--- src/rtl/csa_3var_4b.sv ---
// Three-operand 4-bit unsigned adder: a carry-save layer, then a ripple-carry adder.
// Two register stages; the result is a full-precision 6-bit sum (maximum 45).
module csa_3var_4b (
  input  logic       clk,
  input  logic       rst_n,
  input  logic       in_valid,
  input  logic [3:0] a,
  input  logic [3:0] b,
  input  logic [3:0] c,
  output logic       out_valid,
  output logic [5:0] sum
);

  logic [3:0] s;
  logic [3:0] cy;
  logic [3:0] s_r;
  logic [3:0] cy_r;
  logic       v1_r;
  logic [5:0] sum_d;
  logic [5:1] rc;

  // One full adder per bit; cy[i] carries weight 2^(i+1).
  always_comb begin
    s  = a ^ b ^ c;
    cy = (a & b) | (a & c) | (b & c);
  end

  // Adds s_r to cy_r shifted left by one. Bit 0 of the shifted carry word is
  // always zero, so bit 0 passes straight through and the chain starts at bit 1.
  always_comb begin
    rc       = '0;
    sum_d    = '0;
    sum_d[0] = s_r[0];
    for (int i = 1; i < 4; i++) begin
      sum_d[i] = s_r[i] ^ cy_r[i-1] ^ rc[i];
      rc[i+1]  = (s_r[i] & cy_r[i-1]) | (rc[i] & (s_r[i] ^ cy_r[i-1]));
    end
    sum_d[4] = cy_r[3] ^ rc[4];
    rc[5]    = cy_r[3] & rc[4];
    sum_d[5] = rc[5];
  end

  always_ff @(posedge clk) begin
    if (!rst_n) begin
      s_r       <= '0;
      cy_r      <= '0;
      v1_r      <= 1'b0;
      sum       <= '0;
      out_valid <= 1'b0;
    end else begin
      if (in_valid) begin
        s_r  <= s;
        cy_r <= cy;
      end
      v1_r <= in_valid;
      if (v1_r) begin
        sum <= sum_d;
      end
      out_valid <= v1_r;
    end
  end

endmodule

--- config.mk ---
export PLATFORM = sky130hd
export DESIGN_NAME = csa_3var_4b
export DESIGN_NICKNAME = d
export VERILOG_FILES = /design/src/rtl/csa_3var_4b.sv
export SDC_FILE = /design/constraint.sdc
export NUM_CORES = 1
export LEC_CHECK = 0
export CAP_MARGIN = 25
export CORE_UTILIZATION = 48
export DETAILED_ROUTE_END_ITERATION = 16
export PLACE_DENSITY = 0.78
export SYNTH_ARGS = -nofsm -noshare
export SYNTH_HDL_FRONTEND = slang
export SYNTH_SLANG_ARGS = --single-unit
export TNS_END_PERCENT = 10
--- constraint.sdc ---
create_clock -name clk -period 2.9 [get_ports clk]
set_input_delay 0.58 -clock clk [delete_from_list [all_inputs] [get_ports clk]]
set_output_delay 0.58 -clock clk [all_outputs]
set_load 0.01 [all_outputs]
Yosys cells after proc, flatten, opt, wreduce, memory -nomap -nowiden
Cells that the tools add are included.
Storage, ports and cells
  register bits after elaboration: 16
  bits of input ports: 15
  output and inout bits: 7
Operators by class
  bitwise operators: 21
Operator list (number)
  $and 4x4->4: 3
  $or 4x4->4: 2
  $xor 4x4->4: 2
  $and 1x1->1: 6
  $xor 1x1->1: 6
  $or 1x1->1: 2

Longest topological paths before layout
Gate-level depths: netlist (run 1).
  depth in word-level cells: 6
  gate-level depth with buffers: 6

Least setup slack after synthesis (run 1)
OpenSTA, ideal clock, no wires.
  kind: register -> register
  start point: reg s_r[1]
  end point: reg sum[4]
  setup time: 116 ps
  data arrival time: 1654 ps
  slack: 1129 ps
  cell stages (with the launch flop): 7
  cell sequence: dfxtp_1 > ha_1 > fa_1 > fa_1 > ha_1 > mux2i_1 > nor2b_1
Between the ends
  cells in the longest elaborated chain, start to end: 6
RTL lines
  from (decl): line 16  | logic [3:0] s_r;
  from (signal assigned): line 52  | s_r <= s;
  $and 1x1->1 (2 in series): line 36  | rc[i+1] = (s_r[i] & cy_r[i-1]) | (rc[i] & (s_r[i] ^ cy_r[i-1]));
  $or 1x1->1: line 36
  $and 1x1->1: line 36
  $or 1x1->1: line 36
  $xor 1x1->1: line 38  | sum_d[4] = cy_r[3] ^ rc[4];
  named net sum_d[4]: line 19  | logic [5:0] sum_d;
  to (signal assigned): line 57  | sum <= sum_d;
  to (decl): line 11  | output logic [5:0] sum
The timed path passes the listed nets, and every way through them passes these cells.
A chain may end at the register's enable or synchronous reset.

Worst setup path in the final report (run 1)
Same ends and word-level chain as after synthesis.

==> results by stage, run 1 <==
Outcome:
- The flow ran to the end, and the final reports show no timing, DRC or antenna violations.

Timing:
- The worst clock skew is 6.810 ps.
- The clock period could shrink to 1854 ps.
- The achievable frequency is 0.5395 GHz.
- The final cycle utilization of the critical path is 0.6392.
- The final max-slew violation count is 0.
- Setup violations remaining at the end of the flow were counted as 0.
- The sum of negative setup slack is 0 ps.
- The hold violation total from the final report is 0.
- The slew at the pin with the worst max-slew slack is 525.6 ps.
- The remaining max-slew budget at the tightest pin is 0.6485.
- The worst setup margin is 1046 ps.
- Setup repair after global routing left no endpoint under its margin.

Synthesis:
- The number of flip-flops and latches in the synthesized netlist is 16.
- The mean cell area of the mapped netlist is 12.89 um^2.
- Counting every instance in the synthesized netlist gives 57.
- The cell type with the highest aggregate area in the netlist is dfxtp_1.
- The mapped cell area is 734.5 um^2.
- Yosys printed 0 warnings.
- For this run, the register share of the synthesized area comes to 0.4361.
- Yosys attributes the largest share of cell area to dfxtp_1 (44%), mux2i_1 (19%), fa_1 (16%).
- Of the post-synthesis cell area, the dominant cell type holds 0.4361.
- Counting every net in the synthesized netlist gives 80.
- After synthesis, the netlist uses 9 different library cells.

Die:
- After floorplanning, the core was sized to cover 0.001366 mm^2.
- In this run the horizontal extent of the chip is 41.12 um.
- The initial utilization of the core area, before any placement, comes to 0.5375.
- The die is 41.12 um tall.
- The overall die area is 0.001690 mm^2.
- After floorplanning, the core was divided into 13 placement rows.
- In this run the count of I/O pins placed on the die edge is 22.

Power:
- Power spread over the standard cell area amounts to 477.8 mW/mm^2.
- The analysis attributes to net switching a power of 0.0001067 W.
- Summed over all cells, the static leakage comes to 0.3974 nW.
- The completed layout was analyzed and its total power is 0.0004645 W.
- The relative contribution of the clock network to total power is 0.312.
- The share of total power dissipated in combinational logic is 0.163.
- The cell-internal power is 0.0003578 W.
- The net switching share of the total power is 0.2297.
- The highest ir drop seen on vdd is 0.2950 mV.
- The sequential cell fraction of total power is 0.525.

Drt:
- In this run the top signal layer used is met4.
- After the first detailed-routing iteration, the DRC count stood at 0.
- The post-detailed-route via-to-cell ratio is 4.819.
- The overall routed net length is 1.132 mm.
- Detailed routing placed a total of 53 um of wire on met3.
- The total met2 wirelength after detailed routing is 536 um.
- The detail route stage leaves a number of antenna-violating nets equal to 0.
- The total vias in the final route is 453.
- The remaining routing DRC violations is 0.
- For this run, the detailed router's first-pass iteration total came to 1.
- After detailed routing, the average wire length per cell comes to 12.04 um.
- The routed length on met1 is 534 um.

Layout:
- The utilization after layout is 0.7115.
- Leaving out fill and tap cells, the most frequent cell in the layout is clkdlybuf4s50_1.
- The library cells used most frequently in the layout, excluding fill and tap cells, are clkdlybuf4s50_1 (21), dfxtp_1 (16), mux2i_1 (14), nor2b_1 (14), fa_1 (6).
- In the final layout, the multi-input gates occupy 386.6 um^2.
- After the last flow step, the layout net total stands at 103.
- Across the whole layout, storage elements account for 320.3 um^2.
- In the final layout, the share of cells above drive strength 1 is 0.06329.
- Relative to the synthesized area, the layout overhead comes to 32.37%.
- 0 antenna diodes ended up in the layout.
- After the flow finishes, the layout carries non-filler instances totaling 94.
- Fill cells in the final layout number 114.

Critical path:
- The launching instance or port of the critical path is s_r[1]$_SDFFE_PN0P_.
- The startpoint class of the critical path is a register.
- For the worst setup path, the data arrival time is 2040 ps.
- The worst register-to-register path begins at s_r[1]$_SDFFE_PN0P_.
- The worst setup path is captured at a register.
- The worst-path maximum fanout is 2.
- At the worst endpoint, the required time is 3090 ps.
- The category of the critical setup timing path is register to register.

Placement:
- Port buffering added 21 buffers.
- The placer congestion estimate is 0.6274.
- The estimated wirelength of the detail-placed design is 848.4 um.
- OpenSTA, run right after detailed placement, puts the worst setup slack at 1035 ps.
- After detailed placement, the design holds a cell count of 90.

CTS:
- The CTS buffer count is 3.
- The number of post-CTS setup repair buffers is 0.
- TritonCTS built the clock tree.
- Gates resized during post-CTS repair numbered 0.
- The number of buffers inserted for hold repair after clock tree synthesis is 0.
- The clock edge transition at the registers on the reported setup and hold paths is 100 ps.
- The CTS sink count is 16.
- The clock latency on the worst-skew pair is 280 ps.
- The H-tree depth is 1.
- The buffer levels on the longest clock path is 2.
- The cell at the root of the clock tree is clkbuf_4.

GRT:
- The initial antenna violation count was 0.
- The global-route usage over all layers is 0.1627.
- The number of global-route vias before repair is 382.
- The first global-routing pass estimated 1.683 mm of wire.
- The overflow left after global routing is 0.
- The pin count of the biggest net entering global routing is 17.

Job:
- The number of maximum-capacitance violations is 0.

Worst hold path:
- In this run the most critical hold path is launched from sum[1]$_SDFFE_PN0P_.
- The tightest min-delay check is of the register to register type.
==> Yosys cell counts, drive strengths merged <==
library cell,instances
dfxtp,16
mux2i,14
nor2b,14
fa,6
buf,3
and2,2
ha,2
==> metrics by stage <==
step / hold WS, ps / area [um^2]
6_report: 524.4 / 972.2
5_1_grt: 550.1 / 972.2
4_1_cts: 531.2 / 972.2
3_5_place_dp: 507.0 / 935.9
3_3_place_gp: 495.1 / 935.9
2_1_floorplan: 482.4 / 734.5
==> per-layer routing <==
| metal | GRT usage | vias to the layer above |
|---|---|---|
| met1 | 0.2222 | 210 |
| met4 | 0.09677 | 0 |
| met5 | 0 | - |
| li1 | - | 228 |
| met3 | 0.03261 | 2 |
| met2 | 0.2344 | 13 |
==> power groups by stage <==
stage               clock (W)  sequential [W]  combinational [W]
floorplan                   0        0.000248          0.0000406
global placement            0        0.000249          0.0000753
detailed placement          0        0.000249          0.0000765
CTS                  0.000149        0.000244          0.0000771
global route         0.000159        0.000246          0.0000845
finish               0.000145        0.000244          0.0000758
==> kinds of logic after synthesis <==
| logic type | Yosys count | synth area share |
|---|---|---|
| mux | 14 | 0.1908 |
| flops | 16 | 0.4361 |
| fa+ha+maj | 8 | 0.1976 |
| simple gates | 16 | 0.1380 |
| buf+inv | 3 | 0.03747 |
==> path summary, 6_finish.rpt <==
path                                            end  slack (ps)  depth (start not counted)
worst max-delay path            sum[4]$_SDFFE_PN0P_        1050                          6
worst min-delay path            sum[1]$_SDFFE_PN0P_         520                          2
worst min register to register  sum[1]$_SDFFE_PN0P_         520                          2
worst max register to register  sum[4]$_SDFFE_PN0P_        1050                          6
==> critical path: stages, from the launching register on <==
cell and delay [ps]:
dfxtp_1 320, ha_1 210, fa_1 380, fa_1 380, ha_1 280, mux2i_1 130
nor2b_1 60
==> state kept, by name (all words and copies together) (netlist names) <==
signal,cells
cy_r,4
out_valid,1
s_r,4
sum,6
v1_r,1
==> layout make-up <==
class | count | share of cell area
multi-input combinational | 38 | 0.3977
timing repair buffer | 21 | 0.2162
sequential | 16 | 0.3295
clock buffer | 4 | 0.03732
tap | 15 | 0.01931
Note: power is estimated with default switching activity, not from simulation.
==> run 2: changes to the inputs <==
- CORE_UTILIZATION: 48 -> 44
- PLACE_DENSITY: 0.78 -> 0.73
- clock period: 2.9 -> 1.8 ns (I/O delays scaled with it)
==> run 2 against run 1 <==
Effect of this change:
- final area increased by 2.3%
- non-clock buffer count is the same
- via count increased by 5.3%
- first-iteration DRC count is 1 higher
- clock skew down 4.0 ps
- clock-buffer cell count is the same
- utilization down 5.9 points
- setup slack worse by 980 ps
- largest cell class unchanged
- highest routed layer is now met3
==> results by stage, run 2 (synthesis gave the netlist of run 1 again) <==
Outcome:
- The run finished with clean final reports.

Timing:
- The final max-slew violation count came to 0.
- For the pin with the worst max-slew slack, the measured transition is 569.3 ps.
- The remaining max-slew budget at the tightest pin is 0.6193.
- The worst clock skew is 2.797 ps.
- In the finished design, the share of the clock period the worst path needs comes to 0.9623.
- Setup violations remaining at the end of the flow were counted as 0.
- In the final timing run, aggregate negative setup slack is 0 ps.
- The tightest hold margin is 526.1 ps.
- Setup repair after global routing left no endpoint under its margin.
- The hold violation total from the final report is 0.
- Static timing analysis puts the maximum clock frequency at 0.5773 GHz.
- Subtracting the final worst setup slack from the clock period gives 1732 ps.

Drt:
- For this block, the routed nets add up to 1.284 mm of wire.
- For this run, the detailed router's first-pass iteration total came to 3.
- The starting DRC count in detailed routing is 1.
- The post-route antenna net violation count is 0.
- The routed layout has 477 vias.
- The post-detailed-route via-to-cell ratio is 5.021.
- The remaining routing DRC violations is 0.
- The average wire per cell in the routed design is 13.52 um.

Power:
- The relative contribution of the clock network to total power is 0.308.
- Of the total power, combinational logic draws 0.170.
- For this design the static power due to leakage is 0.3889 nW.
- The highest ir drop seen on vdd is 0.4687 mV.
- The ratio of total power to cell area is 762.4 mW/mm^2.
- Cell internal power was estimated by the tool at 0.0005809 W.
- Summed over all nets, the switching power comes to 0.0001774 W.
- The sequential cell fraction of total power is 0.522.
- The net switching share of the total power is 0.2340.

Critical path:
- Data arrives at the worst endpoint at 1920 ps.
- The worst path required time is 1980 ps.
- The stage delay of the slowest cell on the critical path is 360 ps.
- Of all nets on the critical path, the largest fanout is 2.
- The slowest cell on the critical path is fa_2.
- The most repeated library cell on the critical path is fa_2.
- The endpoint class of the critical path is a register.
- The signal on the critical path passes through ha_2, fa_2, fa_2, ha_4, mux2i_1, nor2b_1.
- The startpoint class of the critical path is a register.
- The category of the critical setup timing path is register to register.

CTS:
- The H-tree depth is 1.
- The clock latency on the worst-skew pair is 280 ps.
- The TritonCTS clock tree is built.
- No sink is reached through more buffers than the 2 on the longest clock path.
- For this design, the CTS-stage hold fixing added 0 buffers.
- TritonCTS created 3 clock buffers.
- The root buffer cell chosen for the clock tree is clkbuf_4.
- The number of setup buffers added after CTS is 0.
- The clock edge transition at the registers on the reported setup and hold paths is 90 ps.
- The tree built by TritonCTS fans out to 16 sinks.

Job:
- Across the run, the number of max-cap violations was 0.

GRT:
- The number of global-route vias before repair is 465.
- The first global-routing pass estimated 2.001 mm of wire.
- The global-route usage over all layers is 0.1542.
- The initial antenna violation count is 0.
- For this run the aggregate overflow at the end of global routing stands at 0.
- Entering global routing, the biggest net connects 17 pins.

Die:
- The floorplan has 14 rows.
- For this configuration, the core starts out at a cell density of 0.4819.
- The I/O pin count is 22.
- The horizontal die dimension is 42.86 um.
- From bottom edge to top edge, the die measures 42.86 um.
- The floorplan step defined a die boundary enclosing 0.001837 mm^2.
- The core region is 0.001524 mm^2.

Layout:
- The most common library cell in the layout ignoring fill and taps is clkdlybuf4s50_1.
- Counting flops per register, the top entry is sum.
- The largest registers in the layout are sum (6), cy_r (4), s_r (4).
- The layout has 129 filler cells.
- The area growth from synthesis to layout is 35.43%.
- In the layout the commonest cells are clkdlybuf4s50_1 (21), dfxtp_1 (15), mux2i_1 (14), nor2b_1 (14), fa_1 (4).
- In the final layout, the multi-input gates occupy 406.6 um^2.
- At the end of the flow the core is filled with cells to 0.6527.
- The number of nets in the layout is 103.
- The register with the most flip-flops in the layout has 6 of them.
- Registers take 321.6 um^2.
- The repair_antennas step left the layout with diodes totalling 0.
- In the final layout, the share of cells above drive strength 1 is 0.1266.

Placement:
- In this run the tool buffered the top-level ports with 21 buffer cells.
- The placer congestion estimate is 0.6654.
- The estimated wirelength of the detail-placed design is 886 um.

Worst hold path:
- In this run the worst hold path is classified as register to register.
[run 2: through the flow]
| stage | setup slack (ps) | power [W] | std cells | cell area (um^2) |
|---|---|---|---|---|
| floorplan | 29.49 | 0.0004644 | 57 | 734.5 |
| detailed placement | -24.43 | 0.0005267 | 91 | 937.1 |
| finish | 67.86 | 0.0007583 | 95 | 994.7 |
| global route | 1.455 | 0.0007964 | 95 | 994.7 |
| global placement | 4.756 | 0.0005234 | 91 | 937.1 |
| CTS | 36.30 | 0.0007647 | 95 | 978.4 |
[run 2: power by group through the flow]
stage	Combinational [W]	Sequential, W	Clock [W]
after global placement	0.000122	0.000401	0
final	0.000129	0.000396	0.000234
after global routing	0.000143	0.000399	0.000254
after CTS	0.000127	0.000395	0.000244
after floorplan	0.0000655	0.000399	0
after detailed placement	0.000125	0.000402	0
[run 2: final timing paths]
kind	start	endpoint	slack, ps	depth (start not counted)
max reg2reg	s_r[1]$_SDFFE_PN0P_	sum[4]$_SDFFE_PN0P_	70	6
min reg2reg	sum[0]$_SDFFE_PN0P_	sum[0]$_SDFFE_PN0P_	530	2
max	s_r[1]$_SDFFE_PN0P_	sum[4]$_SDFFE_PN0P_	70	6
min	sum[0]$_SDFFE_PN0P_	sum[0]$_SDFFE_PN0P_	530	2
[run 2: layer usage]
| layer | track usage | up-vias | part of all wire |
|---|---|---|---|
| li1 | - | 228 | - |
| met1 | 0.1853 | 234 | 0.42 |
| met2 | 0.2636 | 15 | 0.53 |
| met3 | 0.02553 | 0 | 0.050 |
| met4 | 0.07500 | 0 | 0 |
| met5 | 0 | - | 0 |
[run 2: area by class of cell]
class	instances	area share
clock buffers	4	0.03648
multi-input cells	38	0.4088
flip-flops and latches	16	0.3233
well taps	16	0.02013
repair buffers	21	0.2113
[run 2: worst max-delay path: cells and delay by family (launching register included)]
family	cells	cell delay [ps]
muxes	1	120
DFF	1	330
adders and majority gates	4	1130
and+or+nand+nor	1	60
[run 2: what timing repair did]
action                                  4_1_cts  5_1_grt
endpoints found under the setup margin        1        1
resized for setup                             2        3
pin swaps                                     0        1
cloned                                        0        0
